==> src/rtl/lb_uart_tx_buffer.sv <==
`default_nettype none
// ============================================================================
//  Module   : lb_uart_tx_buffer
//  Purpose  : Byte FIFO plus launch sequencer that sits in front of the UART
//             Tx control unit. PicoBlaze output-port writes are queued here.
//             Each byte is presented on tx_data_o with a one-cycle tx_start_o
//             pulse. The next byte is not launched until the Tx unit returns
//             tx_done_i. Full/empty/level/overflow status is provided for
//             PicoBlaze input-port reads.
//  Ports    : clk_i        system clock, rising edge
//             reset_ni     asynchronous active-low reset
//             cs_i         block enable; gates only IDLE->LAUNCH
//             wr_i         write strobe, one byte per cycle
//             data_in_i    byte to enqueue
//             clr_ovf_i    clears the sticky overflow flag
//             tx_done_i    end-of-frame pulse from the Tx control unit
//             tx_start_o   one-cycle frame launch pulse
//             tx_data_o    byte in flight, held until the next launch
//             full_o       level_o == 2**DEPTH_LOG2
//             empty_o      level_o == 0
//             level_o      queued entries, excluding the byte in flight
//             overflow_o   sticky: a write was dropped
//             busy_o       a frame is in flight
//  Options  : LB_UART_TX_PARITY_GEN_EN adds bit8_i, parity_odd_i and
//             tx_parity_o; the parity bit is captured together with tx_data_o.
//  Revision : 1.0  initial release
// ============================================================================
module lb_uart_tx_buffer #(
    parameter int DATA_W     = 8,
    parameter int DEPTH_LOG2 = 4
) (
    input  logic                  clk_i,
    input  logic                  reset_ni,
`ifdef LB_UART_TX_PARITY_GEN_EN
    input  logic                  bit8_i,
    input  logic                  parity_odd_i,
    output logic                  tx_parity_o,
`endif
    input  logic                  cs_i,
    input  logic                  wr_i,
    input  logic [DATA_W-1:0]     data_in_i,
    input  logic                  clr_ovf_i,
    input  logic                  tx_done_i,
    output logic                  tx_start_o,
    output logic [DATA_W-1:0]     tx_data_o,
    output logic                  full_o,
    output logic                  empty_o,
    output logic [DEPTH_LOG2:0]   level_o,
    output logic                  overflow_o,
    output logic                  busy_o
);

    localparam int                DEPTH   = 1 << DEPTH_LOG2;
    localparam logic [DEPTH_LOG2:0] c_DEPTH = (DEPTH_LOG2+1)'(DEPTH);

    typedef enum logic [1:0] {
        S_IDLE   = 2'd0,
        S_LAUNCH = 2'd1,
        S_WAIT   = 2'd2
    } state_t;

    state_t                  state_q, state_d;
    logic [DATA_W-1:0]       mem_q [DEPTH];
    logic [DEPTH_LOG2-1:0]   wr_ptr_q, wr_ptr_d;
    logic [DEPTH_LOG2-1:0]   rd_ptr_q, rd_ptr_d;
    logic [DEPTH_LOG2:0]     level_q, level_d;
    logic                    full_q, full_d;
    logic                    empty_q, empty_d;
    logic                    overflow_q, overflow_d;
    logic [DATA_W-1:0]       tx_data_q, tx_data_d;
    logic                    w_pop;
    logic                    w_push;
    logic                    w_drop;

    // A pop frees a slot in the same cycle, so a write at full is still
    // accepted when it coincides with a launch.
    assign w_pop  = (state_q == S_IDLE) && cs_i && !empty_q;
    assign w_push = wr_i && (!full_q || w_pop);
    assign w_drop = wr_i && full_q && !w_pop;

    // FSM next state and decoded outputs
    always_comb begin
        state_d    = state_q;
        tx_start_o = 1'b0;
        busy_o     = 1'b0;
        case (state_q)
            S_IDLE: begin
                if (w_pop) begin
                    state_d = S_LAUNCH;
                end
            end
            S_LAUNCH: begin
                tx_start_o = 1'b1;
                busy_o     = 1'b1;
                state_d    = S_WAIT;
            end
            S_WAIT: begin
                busy_o = 1'b1;
                if (tx_done_i) begin
                    state_d = S_IDLE;
                end
            end
            default: begin
                state_d = S_IDLE;
            end
        endcase
    end

    // FIFO bookkeeping next state
    always_comb begin
        wr_ptr_d   = w_push ? wr_ptr_q + 1'b1 : wr_ptr_q;
        rd_ptr_d   = w_pop  ? rd_ptr_q + 1'b1 : rd_ptr_q;
        level_d    = level_q;
        case ({w_push, w_pop})
            2'b10:   level_d = level_q + 1'b1;
            2'b01:   level_d = level_q - 1'b1;
            default: level_d = level_q;
        endcase
        full_d     = (level_d == c_DEPTH);
        empty_d    = (level_d == '0);
        overflow_d = w_drop ? 1'b1 : (clr_ovf_i ? 1'b0 : overflow_q);
        tx_data_d  = w_pop ? mem_q[rd_ptr_q] : tx_data_q;
    end

    always_ff @(posedge clk_i or negedge reset_ni) begin
        if (!reset_ni) begin
            state_q    <= S_IDLE;
            wr_ptr_q   <= '0;
            rd_ptr_q   <= '0;
            level_q    <= '0;
            full_q     <= 1'b0;
            empty_q    <= 1'b1;
            overflow_q <= 1'b0;
            tx_data_q  <= '0;
        end else begin
            state_q    <= state_d;
            wr_ptr_q   <= wr_ptr_d;
            rd_ptr_q   <= rd_ptr_d;
            level_q    <= level_d;
            full_q     <= full_d;
            empty_q    <= empty_d;
            overflow_q <= overflow_d;
            tx_data_q  <= tx_data_d;
        end
    end

    // Storage array carries no reset; contents are meaningless once the
    // pointers are cleared.
    always_ff @(posedge clk_i) begin
        if (w_push) begin
            mem_q[wr_ptr_q] <= data_in_i;
        end
    end

`ifdef LB_UART_TX_PARITY_GEN_EN
    logic                    tx_parity_q, tx_parity_d;
    logic [DATA_W-1:0]       w_head;

    assign w_head = mem_q[rd_ptr_q];

    // Parity covers 8 or 7 data bits; odd parity is the inverted even XOR.
    always_comb begin
        tx_parity_d = tx_parity_q;
        if (w_pop) begin
            tx_parity_d = (bit8_i ? ^w_head[7:0] : ^w_head[6:0]) ^ parity_odd_i;
        end
    end

    always_ff @(posedge clk_i or negedge reset_ni) begin
        if (!reset_ni) begin
            tx_parity_q <= 1'b0;
        end else begin
            tx_parity_q <= tx_parity_d;
        end
    end

    assign tx_parity_o = tx_parity_q;
`endif

    assign tx_data_o  = tx_data_q;
    assign full_o     = full_q;
    assign empty_o    = empty_q;
    assign level_o    = level_q;
    assign overflow_o = overflow_q;

endmodule
`default_nettype wire
==> config.mk <==
export PLATFORM = sky130hd
export DESIGN_NAME = lb_uart_tx_buffer
export DESIGN_NICKNAME = d
export VERILOG_FILES = /design/src/rtl/lb_uart_tx_buffer.sv
export SDC_FILE = /design/constraint.sdc
export NUM_CORES = 1
export LEC_CHECK = 0
export ABC_CLOCK_PERIOD_IN_PS = 3120
export BUFFER_PORTS_ARGS = -buffer_cell sky130_fd_sc_hd__buf_2
export CORE_UTILIZATION = 30
export DETAILED_ROUTE_END_ITERATION = 10
export PLACE_DENSITY = 0.48
export SLEW_MARGIN = 20
export SYNTH_ARGS = -nofsm -noshare
export SYNTH_HDL_FRONTEND = slang
export SYNTH_SLANG_ARGS = --single-unit
export TNS_END_PERCENT = 20
==> constraint.sdc <==
create_clock -name clk_i -period 3.12 [get_ports clk_i]
set_input_delay 0.312 -clock clk_i [delete_from_list [all_inputs] [get_ports clk_i]]
set_output_delay 0.312 -clock clk_i [all_outputs]
set_load 0.1 [all_outputs]
==> flow_metrics.py, run 1 <==
metrics = {
    "timing": {
        "tns_ps": 0,
        "tightest_slew_ps": 684,
        "rsz0062_at_grt": "no",
        "whs_ps": 73.5,
        "post-route-period-util_pct": 90.7,
        "slew_viol_final": 0,
        "setup_viol": 0,
        "slew_headroom_pct": 54.4,
        "fin_worst_skew_ps": 7.06,
        "hold_viol": 0,
        "period_needed_ps": 2830,
        "max_freq_mhz": 353,
    },
    "finish": {
        "fin_nets": 415,
        "seqCellArea_mm2": 0.00450,
        "area_growth_pct": 16.4,
        "final_cells": 672,
        "drive_above_1_share_pct": 27.1,
        "multi_input_area_mm2": 0.00169,
        "final_area_mm2": 0.00737,
        "post-route-util_pct": 36.1,
        "antenna_cells": 0,
        "fillers": 1943,
    },
    "floorplanning": {
        "coreArea_mm2": 0.0204,
        "fp.dieH_um": 147,
        "std_cell_rows": 52,
        "ioPinCount": 32,
        "die_w_um": 147,
        "initial_core_util_pct": 31.0,
        "dieArea_mm2": 0.0217,
    },
    "route": {
        "drt_wl_total_um": 13100,
        "wire_per_inst_um": 19.5,
        "drcViolationCount": 0,
        "drtIter0Drc": 228,
        "drt_first_pass_iters": 4,
        "via_per_inst": 4.68,
        "postRouteAntennaNets": 0,
        "vias": 3146,
    },
    "logic_synthesis": {
        "synthCells": 346,
        "synth_area_per_cell_um2": 18.3,
        "synth_seq_area_share_pct": 71.1,
        "ys_ff_latch": 154,
        "yosys-top-cells-area": "edfxtp_1 (61%), mux4_2 (11%), dfrtp_1 (9.9%), mux2i_1 (2.7%), ha_1 (2.4%)",
        "synth_edf_count": 128,
        "synth_top_area_share_pct": 60.7,
        "yosys_warnings": 0,
        "synth_top_area_cell": "edfxtp_1",
        "synthDistinctLibCells": 45,
        "async_flop_share_pct": 16.9,
        "synth_area_mm2": 0.00633,
        "synth_fp_nets": 372,
        "synthFlopType": "edfxtp_1",
    },
    "global_route": {
        "antenna_found_initial": 1,
        "met1_usage_pct": 17.5,
        "grt_start_max_net_pins": 39,
        "grt.met2_usage_pct": 20.2,
        "gr-total-overflow": 0,
        "track_usage_pct": 13.0,
        "gr-max-usage-layer": "met2",
        "met3_usage_pct": 3.01,
        "grt_pass1_vias": 3257,
        "grt_first_pass_wirelength_um": 20100,
    },
    "clocking": {
        "ctsLongestPathBuffers": 2,
        "htree_levels": 4,
        "clk_pin_slew_ps": 60,
        "clock_latency_ps": 420,
        "cts_tree": "yes",
        "cts_sinks": 154,
        "cts_root_buf": "clkbuf_16",
        "cts_inserted_buffers": 17,
    },
    "placement": {
        "place_area_mm2": 0.00676,
        "place.gp.congestion": 0.700,
        "port_buffers": 31,
        "hpwl_um": 8250,
        "dp_cells": 637,
    },
    "setup_path": {
        "arrival_ps": 3180,
        "worstRegToRegCells": 13,
        "end_kind": "flop",
        "critPathRequiredTime_ps": 3470,
        "crit_path_start_kind": "flop",
        "worstSetupPathType": "reg -> reg",
        "crit_fanout": 5,
    },
    "min_path": {
        "hold_class": "in -> reg",
        "hold_path_depth": 2,
    },
    "pwr": {
        "leakage_nw": 2.54,
        "power.density_mw_per_mm2": 1030,
        "ir_drop_mv": 0.391,
    },
    "run_status": {
        "status": "completed",
    },
    "run": {
        "cap_viol_max_count": 0,
    },
}
## repair_timing
item                                   CTS  global route
setup endpoints to repair                0             2
setup buffers                            0             2
gates resized for setup                  0             1
hold buffers                             1             0
endpoints found under the hold margin   25             0
## placed cells by master, fill, tap and decap left out, types with 3 or more instances in the layout
cell and count:
o21ai_1 7, mux2i_1 17, a21oi_1 9, nor3_1 8, and2_1 13, dfrtp_1 24, mux4_2 30, nor2b_1 5
inv_6 3, clkbuf_16 17, ha_1 12, nor2_1 3, xnor2_1 10, o21ai_0 6, and4_1 4, inv_1 8
buf_4 9, nand3_1 3, nand2_1 12, clkinvlp_4 4, buf_2 31, edfxtp_1 128
## Yosys cell counts, types with 4 or more instances
library cell  number
a21oi_1            9
and2_1            13
and4_1             4
buf_2              5
buf_6              5
clkbuf_1           4
dfrtp_1           25
edfxtp_1         128
ha_1              12
inv_1              8
mux2i_1           17
mux4_2            30
nand2_1           12
nor2b_1            5
nor3_1             8
o21ai_0            6
o21ai_1            7
xnor2_1           10
## cell type report
| type | count | share of cell area [%] |
|---|---|---|
| Sequential cell | 154 | 61.0 |
| Multi-Input combinational cell | 167 | 23.0 |
| Clock buffer | 19 | 5.88 |
| Tap cell | 270 | 4.59 |
| Timing Repair Buffer | 41 | 3.16 |
| Clock inverter | 13 | 1.92 |
| Inverter | 8 | 0.408 |
## where the power goes
| group | switching [W] | total [W] | internal (W) |
|---|---|---|---|
| Combinational | 0.00182 | 0.00272 | 0.000905 |
| Clock | 0.000825 | 0.00201 | 0.00118 |
| Sequential | 0.000290 | 0.00286 | 0.00257 |
| Total | 0.00293 | 0.00759 | 0.00466 |
## per-layer routing
layer | share of wire (%) | up-vias
li1 | - | 1453
met1 | 48 | 1635
met2 | 47 | 37
met3 | 2.8 | 19
met4 | 1.9 | 2
met5 | 0.099 | -
## worst paths after layout
path                         startpoint           end  slack (ps)
min                           clr_ovf_i    overflow_o          70
min in group asynchronous      reset_ni    level_o[1]         470
min reg2reg                tx_data_o[6]  tx_data_o[6]         480
max reg2reg                  state_q[0]        full_o         290
max in group asynchronous      reset_ni   rd_ptr_q[0]        2170
max                          state_q[0]        full_o         290
## state kept, by name (all words and copies together), names as in the netlist
name / flops
mem_q: 128
tx_data_o: 8
level_o: 5
rd_ptr_q: 4
wr_ptr_q: 4
state_q: 2
empty_o: 1
full_o: 1
overflow_o: 1
## cells by family after synthesis
family / Yosys count / synth area share (%)
AOI/OAI and AO/OA: 35 / 3.48
xor gates and xnor gates: 11 / 1.52
and+or+nand+nor: 60 / 5.62
DFF: 154 / 71.1
muxes: 49 / 13.7
adders and majority gates: 12 / 2.37
buffers and inverters: 25 / 2.23
## worst max-delay path, stage by stage (launching register included)
cell and delay [ps]:
dfrtp_1 380, inv_1 120, ha_1 180, nand3b_1 180, a21boi_2 220, inv_1 100, ha_1 210, xor2_1 170
ha_1 230, a21oi_1 160, mux2i_1 240, xnor2_1 110, or2_1 280, nor3b_2 180
## metrics by stage
stage | setup slack [ps] | power (W)
final | 291 | 0.00759
after global routing | 20.4 | 0.00796
after CTS | 165 | 0.00766
after detailed placement | 197 | 0.00565
after global placement | 329 | 0.00561
after floorplan | 283 | 0.00506
Power figures use the tool's default switching activity.
==> run 2, diff against run 1 <==
--- a/config.mk
+++ b/config.mk
@@ -5,11 +5,11 @@
 export SDC_FILE = /design/constraint.sdc
 export NUM_CORES = 1
 export LEC_CHECK = 0
+export ABC_AREA = 1
 export ABC_CLOCK_PERIOD_IN_PS = 3120
 export BUFFER_PORTS_ARGS = -buffer_cell sky130_fd_sc_hd__buf_2
 export CORE_UTILIZATION = 30
 export DETAILED_ROUTE_END_ITERATION = 10
-export PLACE_DENSITY = 0.48
 export SLEW_MARGIN = 20
 export SYNTH_ARGS = -nofsm -noshare
 export SYNTH_HDL_FRONTEND = slang
==> run 2 against run 1 <==
Compared with the run above:
- first-iteration DRC count increased by 19%
- global-route usage rose by 1.1 points
- synthesized cell count rose by 70%
- worst hold slack improved by 0.74 ps
- register-to-register slack improved by 280 ps
- sequential share of layout area is 1.9 points lower
- power is 7.6% higher
- critical path type unchanged
- largest cell class unchanged
- highest routed layer is now met4
==> flow_metrics.py, run 2 <==
metrics = {
    "run_status": {
        "status": "completed",
    },
    "clocking": {
        "clk_pin_slew_ps": 70,
        "ctsLongestPathBuffers": 2,
        "clock_latency_ps": 420,
        "cts_tree": "yes",
        "cts_root_buf": "clkbuf_16",
        "cts_sinks": 154,
        "cts_resized": 0,
        "htree_levels": 4,
        "hold_buffers": 1,
        "post_cts.repair.setup_buffers": 0,
        "cts_inserted_buffers": 17,
    },
    "pwr": {
        "leakage_nw": 2.99,
        "power.density_mw_per_mm2": 1080,
        "ir_drop_mv": 0.537,
    },
    "logic_synthesis": {
        "synth_fp_nets": 613,
        "synthCells": 587,
        "synth_area_per_cell_um2": 11.1,
        "synth_common_cells": "nand2_1 (187), edfxtp_1 (128), nand3_1 (106)",
        "yosys_warnings": 0,
        "yosys-top-cells-area": "edfxtp_1 (59%), nand2_1 (11%), dfrtp_1 (9.6%), nand3_1 (8.2%), ha_1 (2.3%)",
        "synth_top_area_share_pct": 59.1,
        "ys_ff_latch": 154,
        "synth_edf_count": 128,
        "synthDistinctLibCells": 22,
        "synth_top_area_cell": "edfxtp_1",
        "synth.most_common_cell": "nand2_1",
        "async_flop_share_pct": 16.9,
        "synth_area_mm2": 0.00651,
        "synth_seq_area_share_pct": 69.1,
        "synthFlopType": "edfxtp_1",
    },
    "finish": {
        "fin_nets": 654,
        "drive_above_1_share_pct": 12.9,
        "multi_input_area_mm2": 0.00173,
        "fillers": 2061,
        "seqCellArea_mm2": 0.00450,
        "area_growth_pct": 16.8,
        "final_cell_mix": "nand2_1 (187), edfxtp_1 (128), nand3_1 (106)",
        "largest_register_ffs": 128,
        "final_common_cell": "nand2_1",
        "top_register": "mem_q",
        "antenna_cells": 0,
        "final_area_mm2": 0.00760,
    },
    "timing": {
        "period_needed_ps": 2550,
        "tns_ps": 0,
        "rsz0062_at_grt": "no",
        "max_freq_mhz": 392,
        "fin_worst_skew_ps": 9.71,
        "hold_viol": 0,
        "tightest_slew_ps": 786,
        "setup_viol": 0,
        "slew_headroom_pct": 47.4,
        "post-route-period-util_pct": 81.8,
        "slew_viol_final": 0,
    },
    "route": {
        "drcViolationCount": 0,
        "wire_per_inst_um": 16.1,
        "vias": 4219,
        "drt_first_pass_iters": 5,
        "postRouteAntennaNets": 0,
        "drtIter0Drc": 272,
        "via_per_inst": 4.61,
        "drt_wl_total_um": 14700,
    },
    "placement": {
        "hpwl_um": 8900,
        "place.gp.congestion": 0.868,
        "port_buffers": 31,
        "place_area_mm2": 0.00697,
    },
    "global_route": {
        "gr-total-overflow": 0,
        "antenna_found_initial": 0,
        "track_usage_pct": 14.1,
        "grt_pass1_vias": 4100,
        "grt_start_max_net_pins": 67,
        "grt_first_pass_wirelength_um": 23000,
    },
    "setup_path": {
        "crit_fanout": 6,
        "crit_path_start_kind": "flop",
        "crit_chain": "inv_1 -> ha_1 -> nand2_1 -> nand2_1 -> nand2_1 -> ha_1 -> nand2_1 -> inv_1 -> nor2_1 -> ha_1 -> nand2_1 -> o21ai_1 -> or2_1 -> nor2_1 -> nand3_1 -> nor2_1",
        "arrival_ps": 2910,
        "crit_path_frequent_cell": "nand2_1",
        "critPathRequiredTime_ps": 3480,
        "worstSetupPathType": "reg -> reg",
        "cpPeakStageDelay_ps": 390,
        "cpMaxStageDelayCell": "dfrtp_1",
        "end_kind": "flop",
    },
    "run": {
        "cap_viol_max_count": 0,
    },
    "floorplanning": {
        "initial_core_util_pct": 30.8,
        "std_cell_rows": 53,
        "dieArea_mm2": 0.0223,
        "fp.dieH_um": 149,
        "coreArea_mm2": 0.0212,
        "ioPinCount": 32,
        "die_w_um": 149,
    },
    "min_path": {
        "hold_class": "in -> reg",
    },
}
run 2: final timing paths:
kind | from | endpoint | slack, ps | cells after the start
max in group asynchronous | reset_ni | rd_ptr_q[0] | 2270 | 2
hold reg to reg | overflow_o | overflow_o | 530 | 2
setup reg to reg | state_q[0] | full_o | 570 | 16
min in group asynchronous | reset_ni | overflow_o | 430 | 2
hold / removal | clr_ovf_i | overflow_o | 70 | 2
setup / recovery | state_q[0] | full_o | 570 | 16
run 2: through the flow:
step / util, % / setup WS [ps] / hold slack, ps / power (W) / instances
after floorplan: - / 425 / 16.4 / 0.00528 / 587
after global placement: 32.9 / 696 / 350 / 0.00601 / 883
after detailed placement: 32.9 / 581 / 359 / 0.00603 / 883
after CTS: 35.9 / 572 / 59.7 / 0.00821 / 916
after global routing: 35.9 / 332 / 71.5 / 0.00864 / 916
final: 35.9 / 569 / 74.2 / 0.00817 / 916
run 2: power by group:
part / switching (W) / internal [W] / total, W
logic: 0.00248 / 0.000747 / 0.00323
clock network: 0.000841 / 0.00134 / 0.00218
registers: 0.000175 / 0.00258 / 0.00275
run 2: worst max-delay path: cells and delay by family (launching register included):
family	cells	cell delay, ps
AO/OA/AOI/OAI	1	70
adder cells (fa/ha/maj)	3	730
buffers and inverters	2	180
flip-flops	1	390
AND/OR/NAND/NOR	10	1140
run 2: cell families after synthesis:
| logic type | synth area share, % |
|---|---|
| buffers and inverters | 4.25 |
| adders and majority gates | 2.31 |
| AOI/OAI and AO/OA | 1.92 |
| DFF | 69.1 |
| xor gates and xnor gates | 0.942 |
| and+or+nand+nor | 21.5 |
run 2: layer usage:
layer  global-route usage [%]  part of all wire [%]
met5                        0                     0
met4                     4.85                   1.6
met3                     3.61                   4.4
met2                     21.0                    44
met1                     19.8                    50
run 2: cell type report:
class,count,share of cell area [%]
flip-flops and latches,154,59.2
multi-input cells,377,22.8
clock buffers,17,5.60
well taps,275,4.53
repair buffers,49,3.85
clock inverters,15,2.57
inverters,29,1.43
